[src/rtl/airi5c_float_multiplier_iter.sv]
`default_nettype none
// ============================================================================
// Module   : airi5c_float_multiplier_iter
// Purpose  : Iterative mantissa multiplier for the FPU. It retires BPC
//            multiplier bits per cycle and is generic over mantissa and
//            exponent width, so SP and DP instances share one RTL. Special
//            operands (NaN/inf/zero) are resolved directly on load.
// Revision : 1.0 - initial parametrised release
// ============================================================================
module airi5c_float_multiplier_iter #(
  parameter int MAN_W   = 24,
  parameter int EXP_W   = 10,
  parameter int BPC     = 6,
  parameter int INF_EXP = 255
) (
  input  logic             clk,
  input  logic             n_reset,
  input  logic             kill,
  input  logic             load,
  input  logic             op_mul,
  input  logic [MAN_W-1:0] man_a,
  input  logic [MAN_W-1:0] man_b,
  input  logic [EXP_W-1:0] exp_a,
  input  logic [EXP_W-1:0] exp_b,
  input  logic             sgn_a,
  input  logic             sgn_b,
  input  logic             zero_a,
  input  logic             zero_b,
  input  logic             inf_a,
  input  logic             inf_b,
  input  logic             sNaN_a,
  input  logic             sNaN_b,
  input  logic             qNaN_a,
  input  logic             qNaN_b,
  output logic [MAN_W-1:0] man_y,
  output logic [EXP_W-1:0] exp_y,
  output logic             sgn_y,
  output logic             round_bit,
  output logic             sticky_bit,
  output logic             IV,
  output logic             final_res,
  output logic             busy,
  output logic             ready
);

  localparam int N     = MAN_W / BPC;
  localparam int CNT_W = (N > 1) ? $clog2(N) : 1;
  localparam int RES_W = 2 * MAN_W;
  localparam int ACC_W = MAN_W + BPC;

  localparam logic [CNT_W-1:0] C_LAST_CNT = CNT_W'(N - 1);
  localparam logic [EXP_W-1:0] C_INF_EXP  = EXP_W'(INF_EXP);

  // The step count must be an integer number of BPC-wide slices.
  if (MAN_W % BPC != 0) begin : g_bpc_check
    $error("airi5c_float_multiplier_iter: BPC must divide MAN_W");
  end

  typedef enum logic [0:0] {
    IDLE = 1'b0,
    CALC = 1'b1
  } state_t;

  state_t           r_state;
  logic [CNT_W-1:0] r_cnt;
  logic [RES_W-1:0] r_res;
  logic [MAN_W-1:0] r_man_b;
  logic [EXP_W-1:0] r_exp;
  logic             r_sgn;
  logic             r_iv;
  logic             r_final;
  logic             r_ready;

  logic             w_iv;
  logic             w_nan;
  logic             w_inf;
  logic             w_zero;
  logic             w_clear;
  logic [ACC_W-1:0] w_acc;
  logic [RES_W-1:0] w_res_next;
  logic             w_top;
  logic             w_inc;

  assign w_iv    = sNaN_a | sNaN_b | (zero_a & inf_b) | (inf_a & zero_b);
  assign w_nan   = w_iv | qNaN_a | qNaN_b;
  assign w_inf   = inf_a | inf_b;
  assign w_zero  = zero_a | zero_b;
  assign w_clear = kill | (load & ~op_mul);

  // Partial product: upper half of the running result plus man_b weighted
  // by each of the BPC low multiplier bits still sitting in res.
  always_comb begin
    w_acc = {{BPC{1'b0}}, r_res[RES_W-1:MAN_W]};
    for (int i = 0; i < BPC; i++) begin
      if (r_res[i]) begin
        w_acc = w_acc + (ACC_W'(r_man_b) << i);
      end
    end
  end

  // Shift the consumed multiplier bits out and the new partial sum in.
  if (BPC < MAN_W) begin : g_shift
    assign w_res_next = {w_acc, r_res[MAN_W-1:BPC]};
  end else begin : g_full
    assign w_res_next = w_acc;
  end

  // Control and datapath registers; clear path mirrors reset.
  always_ff @(posedge clk or negedge n_reset) begin
    if (!n_reset) begin
      r_state <= IDLE;
      r_cnt   <= '0;
      r_res   <= '0;
      r_man_b <= '0;
      r_exp   <= '0;
      r_sgn   <= 1'b0;
      r_iv    <= 1'b0;
      r_final <= 1'b0;
      r_ready <= 1'b0;
    end else if (w_clear) begin
      r_state <= IDLE;
      r_cnt   <= '0;
      r_res   <= '0;
      r_man_b <= '0;
      r_exp   <= '0;
      r_sgn   <= 1'b0;
      r_iv    <= 1'b0;
      r_final <= 1'b0;
      r_ready <= 1'b0;
    end else if (load) begin
      r_iv  <= w_iv;
      r_cnt <= '0;
      if (w_nan) begin
        r_res   <= {2'b11, {(RES_W-2){1'b0}}};
        r_exp   <= C_INF_EXP;
        r_sgn   <= 1'b0;
        r_final <= 1'b1;
        r_ready <= 1'b1;
        r_state <= IDLE;
      end else if (w_inf) begin
        r_res   <= {1'b1, {(RES_W-1){1'b0}}};
        r_exp   <= C_INF_EXP;
        r_sgn   <= sgn_a ^ sgn_b;
        r_final <= 1'b1;
        r_ready <= 1'b1;
        r_state <= IDLE;
      end else if (w_zero) begin
        r_res   <= '0;
        r_exp   <= '0;
        r_sgn   <= sgn_a ^ sgn_b;
        r_final <= 1'b1;
        r_ready <= 1'b1;
        r_state <= IDLE;
      end else begin
        r_res   <= {{MAN_W{1'b0}}, man_a};
        r_man_b <= man_b;
        r_exp   <= exp_a + exp_b;
        r_sgn   <= sgn_a ^ sgn_b;
        r_final <= 1'b0;
        r_ready <= 1'b0;
        r_state <= CALC;
      end
    end else begin
      case (r_state)
        CALC: begin
          r_res <= w_res_next;
          if (r_cnt == C_LAST_CNT) begin
            r_state <= IDLE;
            r_ready <= 1'b1;
            r_cnt   <= '0;
          end else begin
            r_cnt <= r_cnt + CNT_W'(1);
          end
        end
        default: begin
          r_ready <= 1'b0;
        end
      endcase
    end
  end

  // Pick the normalisation window: a product with its MSB set (or a
  // preformatted special value) uses the top half; otherwise shift by one.
  assign w_top = r_res[RES_W-1] | r_final;
  assign w_inc = r_res[RES_W-1] & ~r_final;

  assign man_y      = w_top ? r_res[RES_W-1:MAN_W] : r_res[RES_W-2:MAN_W-1];
  assign exp_y      = r_exp + EXP_W'(w_inc);
  assign round_bit  = w_top ? r_res[MAN_W-1] : r_res[MAN_W-2];
  assign sticky_bit = w_top ? (|r_res[MAN_W-2:0]) : (|r_res[MAN_W-3:0]);
  assign sgn_y      = r_sgn;
  assign IV         = r_iv;
  assign final_res  = r_final;
  assign ready      = r_ready;
  assign busy       = (r_state == CALC);

endmodule
`default_nettype wire

[config.mk]
export PLATFORM = sky130hd
export DESIGN_NAME = airi5c_float_multiplier_iter
export DESIGN_NICKNAME = d
export VERILOG_FILES = /design/src/rtl/airi5c_float_multiplier_iter.sv
export SDC_FILE = /design/constraint.sdc
export NUM_CORES = 1
export LEC_CHECK = 0
export ABC_AREA = 1
export BUFFER_PORTS_ARGS = -buffer_cell sky130_fd_sc_hd__buf_4
export CAP_MARGIN = 10
export CORE_MARGIN = 2
export CORE_UTILIZATION = 57
export DETAILED_ROUTE_END_ITERATION = 8
export PLACE_DENSITY = 0.83
export RECOVER_POWER = 100
export SKIP_CTS_REPAIR_TIMING = 1
export SYNTH_ARGS = -nofsm -noshare
export SYNTH_HDL_FRONTEND = slang
export SYNTH_SLANG_ARGS = --single-unit
[constraint.sdc]
create_clock -name clk -period 7.94 [get_ports clk]
set_input_delay 1.588 -clock clk [delete_from_list [all_inputs] [get_ports clk]]
set_output_delay 1.588 -clock clk [all_outputs]
set_load 0.01 [all_outputs]
==> results of run 1 <==
==> kinds of logic after synthesis <==
| kind of cell | Yosys count | synth area share |
|---|---|---|
| flops | 89 | 0.146 |
| compound gates | 470 | 0.172 |
| xor+xnor | 66 | 0.0379 |
| simple gates | 1427 | 0.401 |
| buf+inv | 391 | 0.0977 |
| fa+ha+maj | 173 | 0.145 |
==> stage by stage <==
stage | setup WS, ns | instance area, sq um
4_1_cts | -1.84 | 21000
2_1_floorplan | 0.00124 | 15500
3_3_place_gp | -1.36 | 20700
3_5_place_dp | -1.73 | 20700
==> metal layers <==
layer / overflow / track usage
met4: 855 / 1.29
met5: 17 / 0.814
met2: 4770 / 1.86
met3: 109 / 0.901
met1: 94 / 0.960
==> results.ini, run 1 <==
[synth]
ys_async_sr_fraction = 1.00
synth_area_leader_cell = nand2_1
synth.most_common_cell = nand2_1
syn_area_sq_um = 15200
post_synth_num_cell_types = 53
yosys.area.top_type_share = 0.197
netlist_top_cells_count = nand2_1 (798), inv_1 (327), nand3_1 (277), nor2_1 (191), a21oi_1 (187)
synth_nets = 2872
synth_top_cells_by_area = nand2_1 (20%), dfrtp_1 (15%), ha_1 (14%), nand3_1 (9.1%), inv_1 (8.1%)
synth.yosys.seq_area_share = 0.146
synth_seq_cells = 89
yosys_warnings = 0
number_of_flops_mapped_to_enable_cells_by_yosys = 0
postSynthCellCount = 2616
syn_avg_cell_area_sq_um = 5.83
top_flip_flop_cell_by_instance_count_after_synthesis = dfrtp_1

[global_route]
globalRouteTotalUtil = 1.24
grt_max_degree = 87
total_congestion_overflow_after_global_routing = 5845

[clocking]
cts_root_buf = clkbuf_16
clock_sink_count = 89
cts_buffer_depth = 2
clock_tree.htree_level_count = 3
cts_made_buffers = 9

[floorplan]
row_count = 59
initial_util = 0.583
boundaryPins = 124
floorplan.die.height_microns = 168
die-width_microns = 168

[placement]
gpl.final_weighted_congestion = 1.17
post-place-cells = 3564
io_buffers = 123
dp_hpwl_mm = 56.1

[sta]
worst_path_end_type = register input
repair-timing-grt-worst-ep = r_res[45]$_DFFE_PN0P_/D

[run_status]
stop_error = [ERROR GRT-0232] Routing congestion too high. Check the congestion heatmap in the GUI.
status = stopped before the end
stop_stage = global routing (5_1_grt)

==> run 2: changes to the inputs <==
--- a/config.mk
+++ b/config.mk
@@ -9,9 +9,9 @@
 export BUFFER_PORTS_ARGS = -buffer_cell sky130_fd_sc_hd__buf_4
 export CAP_MARGIN = 10
 export CORE_MARGIN = 2
-export CORE_UTILIZATION = 57
+export CORE_UTILIZATION = 40
 export DETAILED_ROUTE_END_ITERATION = 8
-export PLACE_DENSITY = 0.83
+export PLACE_DENSITY_LB_ADDON = 0.15
 export RECOVER_POWER = 100
 export SKIP_CTS_REPAIR_TIMING = 1
 export SYNTH_ARGS = -nofsm -noshare
==> constraint.sdc (replaced) <==
create_clock -name clk -period 10.32 [get_ports clk]
set_input_delay 2.064 -clock clk [delete_from_list [all_inputs] [get_ports clk]]
set_output_delay 2.064 -clock clk [all_outputs]
set_load 0.01 [all_outputs]
==> run 2 against run 1 <==
The flow now finishes, with violations (max-capacitance violations, max-slew violations). Synthesized cell count stayed put. Area after synthesis stayed put.
==> results.ini, run 2 <==
[run_status]
status = complete, but fails checks
failing_checks = max-capacitance violations, max-slew violations

[synth]
top_flip_flop_cell_by_instance_count_after_synthesis = dfrtp_1
synth.yosys.seq_area_share = 0.146
syn_area_sq_um = 15200
ys_async_sr_fraction = 1.00
synth.most_common_cell = nand2_1
syn_avg_cell_area_sq_um = 5.83
synth_top_cells_by_area = nand2_1 (20%), dfrtp_1 (15%), ha_1 (14%), nand3_1 (9.1%), inv_1 (8.1%)
yosys_warnings = 0
netlist_top_cells_count = nand2_1 (798), inv_1 (327), nand3_1 (277), nor2_1 (191), a21oi_1 (187)
yosys.area.top_type_share = 0.197
number_of_flops_mapped_to_enable_cells_by_yosys = 0
synth_seq_cells = 89
post_synth_num_cell_types = 53
synth_nets = 2872
postSynthCellCount = 2616
synth_area_leader_cell = nand2_1

[critical_path]
worst_path_max_delay_cell = dfrtp_1
timing.critical_path.arrival_ns = 10.08
cp.required_ns = 10.56
path_common_cell = nand2_1
worstPathMaxFanout = 6
critical_path.max_stage_delay_ns = 0.50
worstSetupEndpointType = flop
path_class = reg2reg
reg2reg_slack_ns = 0.48
kind_of_launch_point_of_the_worst_setup_path = flop

[clocking]
cts_made_buffers = 9
cts_root_buf = clkbuf_16
tritoncts = yes
clock_tree.htree_level_count = 3
clock_sink_count = 89
insertion_delay_to_the_later_sink_of_the_worst_skew_pair_ns = 0.34
clk_pin_slew_worst_paths_ns = 0.07
cts_buffer_depth = 2

[global_route]
globalRouteTotalUtil = 0.347
wire_length_of_the_first_global_routing_pass_mm = 103
grt_max_degree = 69
first_global_vias = 17300
antenna_found_initial = 2
total_congestion_overflow_after_global_routing = 0

[sta]
tightestPinTransition_ns = 3.87
slew_viol_final = 145
finalSetupViolations = 0
worst_clock_skew_ns = 0.00882
timing.hold.ws_ns = 0.486
slew-limit-headroom = -1.58
rsz0062_at_grt = true
finalWorstPathRequiredPeriod_ns = 9.84
fmaxAchievable_ghz = 0.102
period_share = 0.953
report.final.hold_viol_count = 0

[routing]
postRouteAntennaNets = 0
drcViolationCount = 0
routed-via-count = 18500
drt-vias-per-instance = 5.64
wl_per_cell_microns = 21.2
drt-pass1-iter-count = 6
dr.first_iter.drc_count = 1973
wl_mm = 69.4

[floorplan]
design.core.area_sq_um = 37600
die_area_sq_um = 39700
initial_util = 0.406
die-width_microns = 199
row_count = 71
floorplan.die.height_microns = 199
boundaryPins = 124

[finish]
largest-register = r_res
design_area_sq_um = 17500
largestRegisters = r_res x48, r_man_b x24, r_exp x10
fin_nets = 3016
mostFrequentLayoutCell = nand2_1
most_used_cells_in_the_layout_excluding_fill_and_tap_cells = nand2_1 (793), inv_1 (330), nand3_1 (273), nor2_1 (180), o21ai_0 (169)
final_layout_size_suffix_gt1_frac = 0.102
syn2layout_area_growth_pct = 15.0
largest_register_ffs = 48
finalCoreUtilization = 0.466

[placement]
placed_cell_area_sq_um = 17000
dp_hpwl_mm = 56.8
io_buffers = 123
gpl.final_weighted_congestion = 1.04

[pwr]
vdd_drop_max_uv = 74.4
power.static_leakage_nw = 9.55
power_density_nw_per_um2 = 45.8

[job]
drv.max_cap_violation_count = 3

[worst_hold_path]
hp-class = reg2reg

run 2: final timing paths:
path                           start   endpoint  cells after the start
setup / recovery           r_res[33]  r_res[46]                     54
hold / removal                    IV         IV                      2
setup reg to reg           r_res[33]  r_res[46]                     54
hold reg to reg                   IV         IV                      2
max in group asynchronous    n_reset  r_res[27]                      2
min in group asynchronous    n_reset   r_exp[9]                      1
run 2: cell type report:
type                            count  area (sq um)
Multi-Input combinational cell   2136         11900
Sequential cell                    89          2230
Antenna cell                        2          5.00
Tap cell                          511           639
Clock inverter                      5          38.8
Timing Repair Buffer              188          1250
Fill cell                        4132         20000
Clock buffer                       11           233
Inverter                          336          1260
run 2: where the power goes:
group | internal [mW] | switching, mW
sequential | 0.353 | 0.00604
combinational | 0.0492 | 0.0843
clock | 0.165 | 0.144
total | 0.568 | 0.235
run 2: per-layer routing:
metal | routed length [microns] | track usage | up-vias | part of all wire
li1 | - | - | 8925 | -
met1 | 29600 | 0.462 | 8528 | 0.43
met2 | 29000 | 0.526 | 871 | 0.42
met3 | 7540 | 0.103 | 166 | 0.11
met4 | 3200 | 0.135 | 2 | 0.046
met5 | 15 | 0 | - | 0.00022
run 2: cell families after synthesis:
family,Yosys count,share of synthesized area
buf+inv,391,0.0977
xor+xnor,66,0.0379
simple gates,1427,0.401
fa+ha+maj,173,0.145
compound gates,470,0.172
flops,89,0.146
run 2: metrics by stage:
step	power (mW)	setup WS, ns	cells	TNS (ns)
finish	0.802	0.483	3278	0
global route	0.831	-0.0777	3276	-0.230
global placement	0.502	0.0347	3255	0
detailed placement	0.503	0.125	3255	0
floorplan	0.430	2.00	2616	0
CTS	0.808	0.0735	3271	0
run 2: critical path, delay by kind of cell (launching register included):
family          cells  cell delay [ns]
buf+inv             5             0.36
simple gates       28             3.91
compound gates     15             2.78
flops               1             0.50
fa+ha+maj           6             2.21
No activity file was read; power rests on OpenSTA's default activity.
